### config.mk
export PLATFORM = sky130hd
export DESIGN_NAME = memcoll_stream_ctrl
export DESIGN_NICKNAME = d
export VERILOG_FILES = /design/src/rtl/memcoll_stream_ctrl.sv
export SDC_FILE = /design/constraint.sdc
export NUM_CORES = 1
export LEC_CHECK = 0
export CORE_UTILIZATION = 24
export CTS_CLUSTER_DIAMETER = 80
export DETAILED_ROUTE_END_ITERATION = 6
export HOLD_SLACK_MARGIN = 0.12
export MAX_ROUTING_LAYER = met4
export PLACE_DENSITY = 0.88
export SYNTH_ARGS = -nofsm -noshare
export SYNTH_HDL_FRONTEND = slang
export SYNTH_SLANG_ARGS = --single-unit
### constraint.sdc
create_clock -name clk_i -period 2.4 [get_ports clk_i]
set_clock_uncertainty 0.15 [all_clocks]
set_input_delay 0.6 -clock clk_i [delete_from_list [all_inputs] [get_ports clk_i]]
set_output_delay 0.6 -clock clk_i [all_outputs]
set_load 0.02 [all_outputs]
### src/rtl/memcoll_stream_ctrl.sv
// Purpose : fills a mem_collection with a stream of depth beats (skewed addressing), then drains them back in order.
// Latency : first drained beat 1 cycle after the last fill beat is accepted; a stall-free pass is 2*depth+2 cycles from start.
// Backpr. : in_ready_o is high for the whole fill and stalls are unlimited; the drain has no backpressure.
//
// Ports:
//   clk_i, reset_i (async, active-low)     clock / reset
//   start_i                                starts a pass, sampled only while idle
//   in_valid_i / in_ready_o / in_data_i    fill stream, one word per memory per beat
//   address_o / we_o / data_in_o           to the memories
//   data_out_i                             registered read data from the memories
//   out_valid_o / out_data_o               drained beats
//   busy_o / done_o                        pass in progress / one-cycle end-of-pass pulse
module memcoll_stream_ctrl #(
   parameter  int collection = 2,
   parameter  int z          = 2,
   parameter  int depth      = 2,
   parameter  int width      = 4,
   localparam int addrsize   = (depth == 1) ? 1 : $clog2(depth)
) (
   input  logic                                         clk_i,
   input  logic                                         reset_i,
   input  logic                                         start_i,
   input  logic                                         in_valid_i,
   output logic                                         in_ready_o,
   input  logic [collection-1:0][z-1:0][width-1:0]      in_data_i,
   output logic [collection-1:0][z-1:0][addrsize-1:0]   address_o,
   output logic [collection-1:0][z-1:0]                 we_o,
   output logic [collection-1:0][z-1:0][width-1:0]      data_in_o,
   input  logic [collection-1:0][z-1:0][width-1:0]      data_out_i,
   output logic                                         out_valid_o,
   output logic [collection-1:0][z-1:0][width-1:0]      out_data_o,
   output logic                                         busy_o,
   output logic                                         done_o
);

   localparam int                AW1     = addrsize + 1;
   localparam logic [addrsize-1:0] CNT_LAST = addrsize'(depth - 1);
   localparam logic [AW1-1:0]    DEPTH_W = AW1'(depth);

   typedef enum logic [1:0] {
      S_IDLE,
      S_FILL,
      S_DRAIN,
      S_DONE
   } state_e;

   state_e              state_q, state_d;
   logic [addrsize-1:0] cnt_q, cnt_d;
   logic                ov_q, ov_d;
   logic [addrsize-1:0] skew_base;

   always_ff @(posedge clk_i or negedge reset_i) begin
      if (!reset_i) begin
         state_q <= S_IDLE;
         cnt_q   <= '0;
         ov_q    <= 1'b0;
      end else begin
         state_q <= state_d;
         cnt_q   <= cnt_d;
         ov_q    <= ov_d;
      end
   end

   always_comb begin
      state_d    = state_q;
      cnt_d      = cnt_q;
      in_ready_o = 1'b0;
      we_o       = '0;
      data_in_o  = '0;
      done_o     = 1'b0;
      busy_o     = (state_q != S_IDLE);
      // A read is issued in every DRAIN cycle, so the flag is simply "were we draining".
      ov_d       = (state_q == S_DRAIN);
      // Idle and done present the unskewed base address.
      skew_base  = '0;

      unique case (state_q)
         S_IDLE: begin
            if (start_i) begin
               state_d = S_FILL;
               cnt_d   = '0;
            end
         end
         S_FILL: begin
            in_ready_o = 1'b1;
            skew_base  = cnt_q;
            if (in_valid_i) begin
               we_o      = '1;
               data_in_o = in_data_i;
               if (cnt_q == CNT_LAST) begin
                  state_d = S_DRAIN;
                  cnt_d   = '0;
               end else begin
                  cnt_d = cnt_q + addrsize'(1);
               end
            end
         end
         S_DRAIN: begin
            skew_base = cnt_q;
            if (cnt_q == CNT_LAST) begin
               state_d = S_DONE;
               cnt_d   = '0;
            end else begin
               cnt_d = cnt_q + addrsize'(1);
            end
         end
         S_DONE: begin
            done_o  = 1'b1;
            state_d = S_IDLE;
         end
         default: begin
            state_d = S_IDLE;
         end
      endcase
   end

   // Memory j is offset by j cells so beat k element j lives at (k+j) mod depth.
   // The sum is one bit wider and reduced by a single subtract, which is exact
   // because both operands are already below depth.
   for (genvar gi = 0; gi < collection; gi++) begin : g_col
      for (genvar gj = 0; gj < z; gj++) begin : g_mem
         localparam logic [AW1-1:0] JSKEW = AW1'(gj % depth);
         logic [AW1-1:0] sum;
         always_comb begin
            sum = {1'b0, skew_base} + JSKEW;
            if (sum >= DEPTH_W) begin
               sum = sum - DEPTH_W;
            end
         end
         // Forced to zero while reset is held so every output is quiet during reset.
         assign address_o[gi][gj] = reset_i ? sum[addrsize-1:0] : '0;
      end
   end

   assign out_valid_o = ov_q;
   assign out_data_o  = ov_q ? data_out_i : '0;

endmodule

Word-level counts from Yosys, hierarchy flattened
Cells that the tools add are included. Widths: inputs -> output; s select.

Flip-flop bits (word level): 4. Input port bits: 36. Output and inout bits: 44. Word-level logic and storage cells: 43.

Add/sub/neg operators: 4. $lt $le $gt $ge: 2. Equal/unequal tests: 7. Mux-type cells: 21. Reductions and logical operators: 6.

Operators by type and width (count): $mux 16 (3); $mux 1 (10); $mux 2 (4); $mux 4 (2); $ne 2x2->1 const B (4); $pmux 2 s4 (1); $eq 2x2->1 const B (2); $reduce_and 4->1 (1); $pmux 1 s3 (1); $reduce_and 3->1 (1); $reduce_bool 3->1 (1); $add 1x1->2 const B (1); $eq 2x1->1 const B (1); $ge 1x2->1 const B (1); $ge 2x2->1 const B (1); $logic_not 2->1 (1); $reduce_bool 2->1 (1); $reduce_or 2->1 (1); $sub 1x1->1 const B (2); $add 1x1->1 const B (1).

Longest topological paths before layout
Gate-level depths: netlist of run 1.

Depth after elaboration: 7. Gate-level depth with buffers: 5. Depth with buffers taken out: 5.

Worst setup path before layout of run 1
OpenSTA, ideal clock, no wires.

Path kind: register -> output. From: reg state_q[0]. To: out address_o[3] (netlist bit). Arrival: 1606 ps. Required time: 1650 ps. Slack: 44 ps. Cell stages (with the launch flop): 5. Path buffers: 1. Cell sequence: dfrtp_1 > inv_1 > ha_1 > a21boi_0 > buf_4.

RTL lines: start, declared (RTL line 47) `state_e state_q, state_d;`; start signal, assigned (RTL line 58) `state_q <= state_d;`; end, declared (RTL line 26) `output logic [collection-1:0][z-1:0][addrsize-1:0] address_o,`.

==> results of run 1 <==
## placed cells by master, fill, tap and decap left out, types with 2 or more instances in the layout
master	synthesis	routed
sky130_fd_sc_hd__dfrtp_1	4	4
sky130_fd_sc_hd__dlygate4sd2_1	0	19
sky130_fd_sc_hd__inv_1	4	4
sky130_fd_sc_hd__and3_1	10	10
sky130_fd_sc_hd__buf_4	5	7
sky130_fd_sc_hd__buf_2	1	20
sky130_fd_sc_hd__and2_1	17	16
sky130_fd_sc_hd__clkdlybuf4s50_1	0	38
sky130_fd_sc_hd__ha_1	6	6
sky130_fd_sc_hd__clkdlybuf4s15_2	0	2
sky130_fd_sc_hd__and3_2	7	7
sky130_fd_sc_hd__clkbuf_4	0	4
## sequential cells by signal, indices dropped and copies added, names as in the netlist
name and count:
out_valid_o 1, state_q 2, cnt_q 1
## layout make-up
| class | instances | area (um2) |
|---|---|---|
| clock buffers | 3 | 22.5 |
| multi-input cells | 51 | 407 |
| inverters | 4 | 15.0 |
| flip-flops and latches | 4 | 100 |
| well taps | 28 | 35.0 |
| fillers | 214 | 893 |
| repair buffers | 89 | 761 |
## per-layer routing
| layer | vias to the layer above | wire length, um |
|---|---|---|
| met1 | 376 | 886 |
| met5 | - | 0 |
| met2 | 30 | 1320 |
| met4 | 0 | 26 |
| li1 | 392 | - |
| met3 | 4 | 210 |
## final timing paths
| kind | endpoint | slack [ps] | startpoint | cells after the start |
|---|---|---|---|---|
| max reg2reg | state_q[1]$_DFFE_PN0P_ | 650 | state_q[1]$_DFFE_PN0P_ | 6 |
| min | state_q[1]$_DFFE_PN0P_ | 490 | state_q[1]$_DFFE_PN0P_ | 2 |
| max | address_o[2] | 30 | state_q[1]$_DFFE_PN0P_ | 5 |
| min in group asynchronous | state_q[0]$_DFFE_PN0P_ | 510 | reset_i | 2 |
| min reg2reg | state_q[1]$_DFFE_PN0P_ | 490 | state_q[1]$_DFFE_PN0P_ | 2 |
| max in group asynchronous | out_valid_o$_DFF_PN0_ | 1480 | reset_i | 2 |
## cells by family (layout without fill, tap and decap cells)
family | count (synthesis) | in the layout | synth area share
multiplexers | 2 | 2 | 0.0439
adder cells (fa/ha/maj) | 6 | 6 | 0.132
flip-flops | 4 | 4 | 0.176
buffers and inverters | 12 | 96 | 0.114
AND/OR/NAND/NOR | 39 | 39 | 0.455
AO/OA/AOI/OAI | 4 | 4 | 0.0791
## cell usage after synthesis (all sizes together)
cell type	number	area (um2)
o211ai	1	21.3
and2	17	106
nand2b	2	22.5
dfrtp	4	100
nor2	1	3.75
buf	6	42.5
and3	17	115
nand2	1	3.75
ha	6	75.1
mux2i	1	10.0
a211oi	1	7.51
a32oi	1	8.76
mux2	1	15.0
a21boi	1	7.51
clkbuf	2	7.51
inv	4	15.0
nand3b	1	7.51
## worst min-delay path: stages (launching register included)
cell                      delay [ps]
sky130_fd_sc_hd__dfrtp_1         350
sky130_fd_sc_hd__buf_4           130
sky130_fd_sc_hd__mux2_4          130
## where the power goes
group | internal, W | total [W] | switching, W | leakage, nW
Sequential | 0.000103 | 0.000146 | 0.0000422 | 0.0487
Combinational | 0.000503 | 0.00104 | 0.000537 | 0.711
Clock | 0.0000564 | 0.0000911 | 0.0000347 | 0.0138
Total | 0.000663 | 0.00128 | 0.000614 | 0.773
## what timing repair did
item,in CTS,in global routing
endpoints found under the setup margin,41,9
gates resized for setup,103,8
buffers inserted,0,1
endpoints found under the hold margin,0,0
gates cloned,0,1
hold buffers,0,0
## through the flow
stage	setup TNS [ps]	util	total power [W]	hold slack (ps)
finish	0	0.600	0.00128	494
global placement	-9750	0.635	0.00126	463
global route	-35.6	0.600	0.00136	504
CTS	-2.88	0.613	0.00129	482
detailed placement	-10510	0.635	0.00129	471
floorplan	0	-	0.000753	154
==> results.tsv, run 1 <==
metric	value	unit
place_ws	-427	ps
fmax	0.422	GHz
timing.critical_path.slowest_stage_cell	sky130_fd_sc_hd__dfrtp_1	
drt_iter0_markers	12	
slowest_delay	380	ps
core_outline_area	2230	um2
nets	195	
drv.max_cap_violation_count	0	
crit_path_cell_trace	inv_1 -> ha_1 -> buf_4 -> and3_1 -> dlygate4sd2_1	
globalRouteTotalUtil	0.196	
path_delay_family	buffers and inverters	
placedCellCount	174	
critical_path.startpoint_type	register	
peakVddDrop	0.000587	V
drive_gt1_frac	0.311	
clock_path_buffers	2	
rows	17	
totalWireLength	2440	um
timing_worst_slew_pin_value	333	ps
globalRouteMet3Util	0.0727	
postSynthCellCount	67	
use_met1	0.188	
dr_total_vias	802	
tritoncts_num_sinks	4	
detailed_place.area	1420	um2
grt_pass1_wl	3640	um
synthesis_stage_register_bit_count	4	
min_period	2370	ps
arrival	1620	ps
synth_area	569	um2
htree_levels	1	
io_pins	80	
setup_slack	27.9	ps
clkTransAtPathRegs	40	ps
cts.root.buffer_cell	sky130_fd_sc_hd__clkbuf_4	
cellLeakagePower	0.773	nW
die_width	50.7	um
grt_util_met2	0.351	
grt_pass1_vias	763	
grt_antenna_before_repair	0	
grt.overflow.total	0	
die-area	2570	um2
portBuffers	79	
dr.pass1.iters	4	
fin_cells	179	
power_density	953	nW/um2
final_max_slew_viol_count	0	
drtAntennaViolNets	0	
critPathBufInv	3	
max-slew-margin-rel	0.778	
grt_busiest_layer	met2	
wire_per_inst	13.6	um
critical_path.endpoint_type	primary output	
insertion_delay	250	ps
tritoncts	built	
worstHoldPathType	register to register	
initial_core_util	0.255	
synth.net_count	109	
avgViaCountPerCell	4.48	
timing.critical_path.fanout_max	3	
numCtsBuffers	3	
run_status	finished, final reports clean	
path_class	register to primary output	
synth-warning-count	0	
period_share	0.988	
syn_area_per_cell	8.50	um2
pin_count_of_the_biggest_net_entering_global_routing	19	
dieHeight	50.7	um
place_hpwl	1950	um
gp_routability_congestion	0.859	
rsz0062_at_grt	true	
setup_viol	0	
syn2layout_area_growth	135	%
worstPathRequired	1650	ps
n_antenna_cell	0	
yosysUniqueCellTypes	20	
yosysSeqAreaShare	0.176	
final_cell_area	1340	um2
drc	0	
report.final.hold_viol_count	0	
Note: power is estimated with default switching activity, not from simulation.
==> run 2: changes to the inputs <==
--- a/config.mk
+++ b/config.mk
@@ -5,12 +5,13 @@
 export SDC_FILE = /design/constraint.sdc
 export NUM_CORES = 1
 export LEC_CHECK = 0
-export CORE_UTILIZATION = 24
+export CORE_ASPECT_RATIO = 1.5
+export CORE_UTILIZATION = 26
 export CTS_CLUSTER_DIAMETER = 80
 export DETAILED_ROUTE_END_ITERATION = 6
 export HOLD_SLACK_MARGIN = 0.12
 export MAX_ROUTING_LAYER = met4
-export PLACE_DENSITY = 0.88
+export PLACE_DENSITY = 0.94
 export SYNTH_ARGS = -nofsm -noshare
 export SYNTH_HDL_FRONTEND = slang
 export SYNTH_SLANG_ARGS = --single-unit
==> constraint.sdc (replaced) <==
create_clock -name clk_i -period 2.76 [get_ports clk_i]
set_clock_uncertainty 0.15 [all_clocks]
set_input_delay 0.69 -clock clk_i [delete_from_list [all_inputs] [get_ports clk_i]]
set_output_delay 0.69 -clock clk_i [all_outputs]
set_load 0.02 [all_outputs]
==> results.tsv, run 2 (same netlist as run 1, synthesis figures left out) <==
metric	value	unit
report.final.hold_viol_count	0	
path_class	input pin to primary output	
drtAntennaViolNets	0	
setup_viol	0	
crit-reg2reg-capture	state_q[1]$_DFFE_PN0P_	
syn2layout_area_growth	144	%
rsz0062_at_grt	false	
globalRouteTotalUtil	0.200	
worstPathRequired	1920	ps
tritoncts_num_sinks	4	
drv.max_cap_violation_count	0	
cellLeakagePower	0.768	nW
drt_iter0_markers	6	
totalWireLength	2300	um
clock_path_buffers	2	
reg2reg_depth	6	
tritoncts	built	
die-area	2380	um2
run_status	finished, final reports clean	
initial_core_util	0.277	
avgViaCountPerCell	4.48	
pin_count_of_the_biggest_net_entering_global_routing	19	
dieHeight	59.3	um
drive_gt1_frac	0.125	
period_share	0.984	
hold_path_startpoint	state_q[1]$_DFFE_PN0P_	
core_outline_area	2050	um2
n_antenna_cell	0	
htree_levels	1	
power_density	770	nW/um2
critPathLaunch	data_out_i[15]	
min_period	2720	ps
nets	188	
numCtsBuffers	3	
most_used_cells_in_the_layout_excluding_fill_and_tap_cells	52 x sky130_fd_sc_hd__clkdlybuf4s50_1, 23 x sky130_fd_sc_hd__dlygate4sd2_1, 17 x sky130_fd_sc_hd__and2_1	
largest_register	state_q	
insertion_delay	230	ps
grt_pass1_vias	681	
worstSetupEndpoint	out_data_o[15]	
fmax	0.368	GHz
timing_worst_slew_pin_value	344	ps
final_max_slew_viol_count	0	
cts.root.buffer_cell	sky130_fd_sc_hd__clkbuf_4	
largest_reg_flops	2	
dr_total_vias	743	
grt.overflow.total	0	
reg2reg_slack	1050	ps
timing.critical_path.fanout_max	1	
io_pins	80	
grt_pass1_wl	3170	um
worstHoldPathType	register to register	
portBuffers	79	
place_hpwl	1990	um
post_cts_setup_buffer_count	0	
cts_repair_resized_insts	25	
grt_antenna_before_repair	0	
hold_ws	457	ps
gp_routability_congestion	0.765	
drc	0	
seq_area	100	um2
multi_input_comb_area	417	um2
cts_hold_buf	0	
peakVddDrop	0.000535	V
dr.pass1.iters	4	
critical_path.startpoint_type	input pin	
critical_path.endpoint_type	primary output	
reg2reg_from	state_q[1]$_DFFE_PN0P_	
total_power	0.00107	W
wire_per_inst	13.8	um
clkTransAtPathRegs	30	ps
fillers	183	
arrival	1880	ps
layout.cells.most_common	sky130_fd_sc_hd__clkdlybuf4s50_1	
rows	20	
die_width	40.2	um
max-slew-margin-rel	0.771	
run 2: cell types whose count changed in the layout (fill, tap and decap cells not counted), moves of 2 or more:
cell / before / now
sky130_fd_sc_hd__clkdlybuf4s50_1: 38 / 52
sky130_fd_sc_hd__buf_4: 7 / 2
sky130_fd_sc_hd__buf_2: 20 / 0
sky130_fd_sc_hd__dlygate4sd2_1: 19 / 23
sky130_fd_sc_hd__dlymetal6s2s_1: 0 / 3
sky130_fd_sc_hd__clkdlybuf4s15_2: 2 / 0
run 2: where the power goes:
group          internal, W  switching (W)   total, W
clock            0.0000486      0.0000238  0.0000725
combinational     0.000420       0.000433   0.000853
sequential       0.0000898      0.0000518   0.000142
total             0.000559       0.000508    0.00107
run 2: cell type report:
cell class	instances	area share
clock buffer	3	0.0162
tap	22	0.0199
multi-input combinational	51	0.301
sequential	4	0.0722
timing repair buffer	82	0.580
inverter	4	0.0108
run 2: worst min path at each step:
stage / endpoint / slack, ps / cells after the start
detailed placement: state_q[1]$_DFFE_PN0P_ / 450 / 1
floorplan: cnt_q$_DFFE_PN0P_ / 240 / 0
global route: state_q[1]$_DFFE_PN0P_ / 480 / 1
finish: state_q[1]$_DFFE_PN0P_ / 460 / 1
global placement: state_q[1]$_DFFE_PN0P_ / 430 / 1
CTS: state_q[1]$_DFFE_PN0P_ / 460 / 1
run 2: per-layer routing:
layer	wire length [um]	track usage	share of wire	vias to the layer above
met2	1410	0.396	0.61	30
met1	747	0.180	0.33	334
met5	0	-	0	-
met3	133	0.0376	0.058	2
li1	-	-	-	377
met4	10	0.0429	0.0044	0
run 2: metrics by stage:
step	instance area, um2	utilization	setup TNS (ps)	cells	setup WS, ps
after floorplan	569	-	0	67	314
after global placement	1370	0.669	-3630	163	-192
after detailed placement	1370	0.669	-4190	163	-226
after CTS	1370	0.666	0	166	15.2
after global routing	1390	0.676	0	166	7.29
final	1390	0.676	0	166	44.5
run 2: critical path: stages:
cell	delay (ps)
sky130_fd_sc_hd__clkdlybuf4s50_1	450
sky130_fd_sc_hd__and2_1	120
sky130_fd_sc_hd__clkdlybuf4s50_1	610
==> run 3: changes to the inputs <==
--- a/config.mk
+++ b/config.mk
@@ -5,6 +5,7 @@
 export SDC_FILE = /design/constraint.sdc
 export NUM_CORES = 1
 export LEC_CHECK = 0
+export CAP_MARGIN = 30
 export CORE_ASPECT_RATIO = 1.5
 export CORE_UTILIZATION = 26
 export CTS_CLUSTER_DIAMETER = 80
==> results of run 3 <==
Final layout, timing and power as in run 2 (identical DEF).
